`src/rtl/vga_sync_gen.sv`:
```
// vga_sync_gen: 640x480@60 VGA timing from the board clock using a 1-in-DIV pixel strobe.
// Ports: CLK/RST (sync, active-high); PIX_STB pixel-slot pulse; HSYNC/VSYNC sync pins
// (level SYNC_POL when asserted); ACTIVE visible area; X/Y pixel counts;
// LINE_END last-pixel strobe; FRAME_START strobe of pixel (0,0).
module vga_sync_gen #(
    parameter int DIV      = 4,
    parameter int H_VIS    = 640,
    parameter int H_FP     = 16,
    parameter int H_SYNC   = 96,
    parameter int H_BP     = 48,
    parameter int V_VIS    = 480,
    parameter int V_FP     = 10,
    parameter int V_SYNC   = 2,
    parameter int V_BP     = 33,
    parameter bit SYNC_POL = 1'b0
) (
    input  logic       CLK,
    input  logic       RST,
    output logic       PIX_STB,
    output logic       HSYNC,
    output logic       VSYNC,
    output logic       ACTIVE,
    output logic [9:0] X,
    output logic [9:0] Y,
    output logic       LINE_END,
    output logic       FRAME_START
);
    localparam int PW = DIV > 1 ? $clog2(DIV) : 1;
    localparam logic [PW-1:0] PH_END = PW'(DIV - 1);
    localparam logic [9:0] H_END  = 10'(H_VIS + H_FP + H_SYNC + H_BP - 1);
    localparam logic [9:0] V_END  = 10'(V_VIS + V_FP + V_SYNC + V_BP - 1);
    localparam logic [9:0] HS_BEG = 10'(H_VIS + H_FP);
    localparam logic [9:0] HS_END = 10'(H_VIS + H_FP + H_SYNC);
    localparam logic [9:0] VS_BEG = 10'(V_VIS + V_FP);
    localparam logic [9:0] VS_END = 10'(V_VIS + V_FP + V_SYNC);
    localparam logic [9:0] H_ACT  = 10'(H_VIS);
    localparam logic [9:0] V_ACT  = 10'(V_VIS);
    logic [PW-1:0] phase;
    logic [9:0]    h_cnt, v_cnt;
    // The strobe flop rises on the DIV-th edge after reset, so the first pixel slot
    // lands DIV cycles after release; counters step on the edge that ends a slot.
    always_ff @(posedge CLK) begin
        if (RST) begin
            phase   <= '0;
            PIX_STB <= 1'b0;
            h_cnt   <= '0;
            v_cnt   <= '0;
        end else begin
            phase   <= phase == PH_END ? '0 : phase + 1'b1;
            PIX_STB <= phase == PH_END;
            if (PIX_STB) begin
                h_cnt <= h_cnt == H_END ? '0 : h_cnt + 1'b1;
                if (h_cnt == H_END)
                    v_cnt <= v_cnt == V_END ? '0 : v_cnt + 1'b1;
            end
        end
    end
    // Decodes come straight off the counter flops: no extra latency versus X/Y.
    always_comb begin
        X           = h_cnt;
        Y           = v_cnt;
        HSYNC       = (h_cnt >= HS_BEG && h_cnt < HS_END) ? SYNC_POL : ~SYNC_POL;
        VSYNC       = (v_cnt >= VS_BEG && v_cnt < VS_END) ? SYNC_POL : ~SYNC_POL;
        ACTIVE      = h_cnt < H_ACT && v_cnt < V_ACT;
        LINE_END    = PIX_STB && h_cnt == H_END;
        FRAME_START = PIX_STB && h_cnt == '0 && v_cnt == '0;
    end
endmodule

```
`config.mk`:
```
export PLATFORM = sky130hd
export DESIGN_NAME = vga_sync_gen
export DESIGN_NICKNAME = d
export VERILOG_FILES = /design/src/rtl/vga_sync_gen.sv
export SDC_FILE = /design/constraint.sdc
export NUM_CORES = 1
export LEC_CHECK = 0
export BUFFER_PORTS_ARGS = -buffer_cell sky130_fd_sc_hd__buf_4
export CORE_MARGIN = 10
export CORE_UTILIZATION = 47
export DETAILED_ROUTE_END_ITERATION = 10
export GPL_ROUTABILITY_DRIVEN = 0
export GPL_TIMING_DRIVEN = 0
export HOLD_SLACK_MARGIN = 0.02
export PLACE_DENSITY = 0.74
export SLEW_MARGIN = 20
export SYNTH_ARGS = -nofsm -noshare
export SYNTH_HDL_FRONTEND = slang
export SYNTH_SLANG_ARGS = --single-unit
export TNS_END_PERCENT = 5
```
`constraint.sdc`:
```
create_clock -name CLK -period 1.7 [get_ports CLK]
set_clock_uncertainty 0.05 [all_clocks]
set_input_delay 0.425 -clock CLK [delete_from_list [all_inputs] [get_ports CLK]]
set_output_delay 0.425 -clock CLK [all_outputs]
set_load 0.01 [all_outputs]
```
==> flow_metrics.tcl <==
set metrics [dict create \
    io_buffers 27 \
    synth_top_family_by_area "simple AND/OR/NAND/NOR gates" \
    ctsLongestPathBuffers 2 \
    syn2layout_area_growth_pct 40.9 \
    place_inst 192 \
    rsz0062_at_grt "yes" \
    synthXorXnorAreaFrac 0.0947 \
    post-route-period-util 1.25 \
    drv_slew 0 \
    cp-start-kind "register" \
    grt_use_met2 0.238 \
    place_area_sq_um 1450 \
    grt.overflow.total 0 \
    die_x_um 70.6 \
    use_met3 0.0321 \
    groute.layer.met1.usage 0.153 \
    place_hpwl_um 2290 \
    p_per_area_nw_per_um2 502 \
    n_fill_cell 183 \
    ys_seq_area_frac 0.383 \
    chipHeight_um 70.6 \
    drc 0 \
    cts.sinks 23 \
    cts-root-buf "clkbuf_4" \
    maxSlewHeadroom 0.664 \
    dr.pass1.iters 4 \
    wl_um 3520 \
    rows 18 \
    p_leak_nw 0.659 \
    synth.area.mux_share 0 \
    vias 1227 \
    setup_viol 10 \
    wire_per_inst_um 17.2 \
    grt_use_total 0.134 \
    ios 28 \
    max_freq_mhz 471 \
    fin_util 0.690 \
    clkSlewWorstSetupHoldPaths_ns 0.13 \
    tns_ns -2.33 \
    viasPerCell 5.99 \
    min_path_type "input pin to register" \
    fin_area_sq_um 1690 \
    netlist_area_sq_um 1200 \
    nets 184 \
    crit_fanout 9 \
    synthCells 135 \
    die_area_sq_um 4980 \
    drt_iter0_drc 61 \
    n_antenna_cell 0 \
    postRouteAntennaNets 0 \
    endpoint_kind "output pin" \
    grt_start_max_net_pins 15 \
    peakVddDrop_mv 0.572 \
    cap_violations 0 \
    register_area_sq_um 504 \
    initial_core_util 0.490 \
    synth.distinct_cells 37 \
    multi_input_area_sq_um 793 \
    yosys_warnings 0 \
    clk_latency_ns 0.32 \
    tightest_slew_ns 0.504 \
    crit_type "register to output pin" \
    grt_busiest_layer "met2" \
    setup_slack_ns -0.423 \
    ys_ff_latch 23 \
    period_minus_slack_ns 2.12 \
    grt_pass1_vias 1162 \
    fin_cells 205 \
    core_sq_um 2450 \
    cts.htree.levels 1 \
    violations "setup timing" \
    cts_buffers 3 \
    cts_tree "done" \
    grt_antenna_before_repair 0 \
    hold_viol 0 \
    arrival_ns 1.65 \
    status "finished, violations left" \
    worstPathRequired_ns 1.22 \
    drive_gt1_frac 0.440 \
    synth_compound_area_frac 0.0801 \
    syn_nets 143 \
    power.total_mw 0.850 \
    grt_pass1_wl_um 5660 \
    synth-simple-area-share 0.343 \
    synth_fa_ha_area_frac 0.0624 \
    avgSynthCellArea_sq_um 8.91 \
]
-- cell usage in the layout (no fill, tap or decap), types with 3 or more instances in the layout --
cell type,netlist,final
dfxtp_2,0,8
a21oi_1,7,7
dfxtp_4,0,9
ha_1,6,3
nand3_1,8,8
and3_1,3,3
nor3_1,8,7
nor2_1,9,8
xnor2_1,5,5
nand2_1,8,8
xor2_1,8,8
dfxtp_1,23,6
and4_1,5,5
o21ai_0,3,3
clkbuf_4,0,3
or4_1,4,3
buf_4,0,38
nand4_1,5,5
-- Yosys cell counts --
cell / count / share of area
dfxtp_1: 23 / 0.38
nor2_1: 9 / 0.028
nand2_1: 8 / 0.025
nand3_1: 8 / 0.033
nor3_1: 8 / 0.033
xor2_1: 8 / 0.058
a21oi_1: 7 / 0.029
ha_1: 6 / 0.062
and4_1: 5 / 0.036
nand4_1: 5 / 0.026
xnor2_1: 5 / 0.036
inv_1: 4 / 0.012
or4_1: 4 / 0.025
and3_1: 3 / 0.016
nor4_1: 3 / 0.016
o21ai_0: 3 / 0.012
buf_2: 2 / 0.0083
nand4b_1: 2 / 0.015
nor2b_1: 2 / 0.010
nor3b_1: 2 / 0.012
o31ai_1: 2 / 0.012
and2_1: 1 / 0.0052
and4b_1: 1 / 0.0083
buf_6: 1 / 0.0094
clkbuf_1: 1 / 0.0031
inv_2: 1 / 0.0031
nand2b_1: 1 / 0.0052
nand3_4: 1 / 0.015
nor4b_1: 1 / 0.0073
nor4bb_1: 1 / 0.0083
o211ai_1: 1 / 0.0062
o21a_1: 1 / 0.0062
o21bai_1: 1 / 0.0062
o311ai_0: 1 / 0.0073
or2_2: 1 / 0.0052
or3_1: 1 / 0.0052
or4b_1: 1 / 0.0083
-- area by class of cell --
type / instances / area share
plain buffers: 2 / 0.00886
clock buffers: 3 / 0.0133
clock inverters: 1 / 0.00443
inverters: 5 / 0.0170
multi-input cells: 103 / 0.468
flip-flops and latches: 23 / 0.298
well taps: 30 / 0.0222
repair buffers: 38 / 0.168
-- critical path, stage by stage (launching register included) --
cell	delay, ns
dfxtp_2	0.40
nor4_4	0.33
nand4_1	0.18
nor4_4	0.24
buf_4	0.16
-- power breakdown --
part / internal, mW / switching [mW] / total (mW)
logic: 0.0226 / 0.0199 / 0.0425
clock network: 0.0901 / 0.178 / 0.268
registers: 0.534 / 0.00598 / 0.540
-- repair_timing --
action,in CTS,in global routing
setup buffers,6,5
resized for setup,31,16
pin swaps,7,4
hold endpoints to repair,0,0
hold buffers,0,0
cloned,0,0
setup endpoints to repair,14,15
-- routing by layer --
layer	vias to the layer above	wire length, um
li1	584	-
met1	586	1440
met2	50	1740
met3	7	264
met4	0	70
met5	-	0
-- kinds of logic (layout without fill, tap and decap cells) --
kind of cell | count (synthesis) | count (layout)
AO/OA/AOI/OAI | 16 | 16
AND/OR/NAND/NOR | 68 | 68
XOR/XNOR | 13 | 13
adder cells (fa/ha/maj) | 6 | 6
flip-flops | 23 | 23
buffers and inverters | 9 | 49
-- metrics by stage --
stage / hold slack, ns / worst slack (ns)
CTS: 0.228 / -0.401
floorplan: 0.358 / -0.0378
global route: 0.237 / -0.515
detailed placement: 0.373 / -0.239
global placement: 0.365 / -0.235
finish: 0.233 / -0.423
-- registers in the layout, indices dropped and copies added (netlist names) --
| name | flops |
|---|---|
| PIX_STB | 1 |
| X | 10 |
| Y | 10 |
| phase | 2 |
-- final timing paths --
check	startpoint	endpoint	slack, ns	depth (start not counted)
worst min register to register	phase[0]	phase[0]	0.39	1
worst min-delay path	RST	PIX_STB	0.23	2
worst max-delay path	Y[4]	FRAME_START	-0.42	4
worst max register to register	X[0]	Y[8]	-0.29	7
No activity file was read; power rests on OpenSTA's default activity.
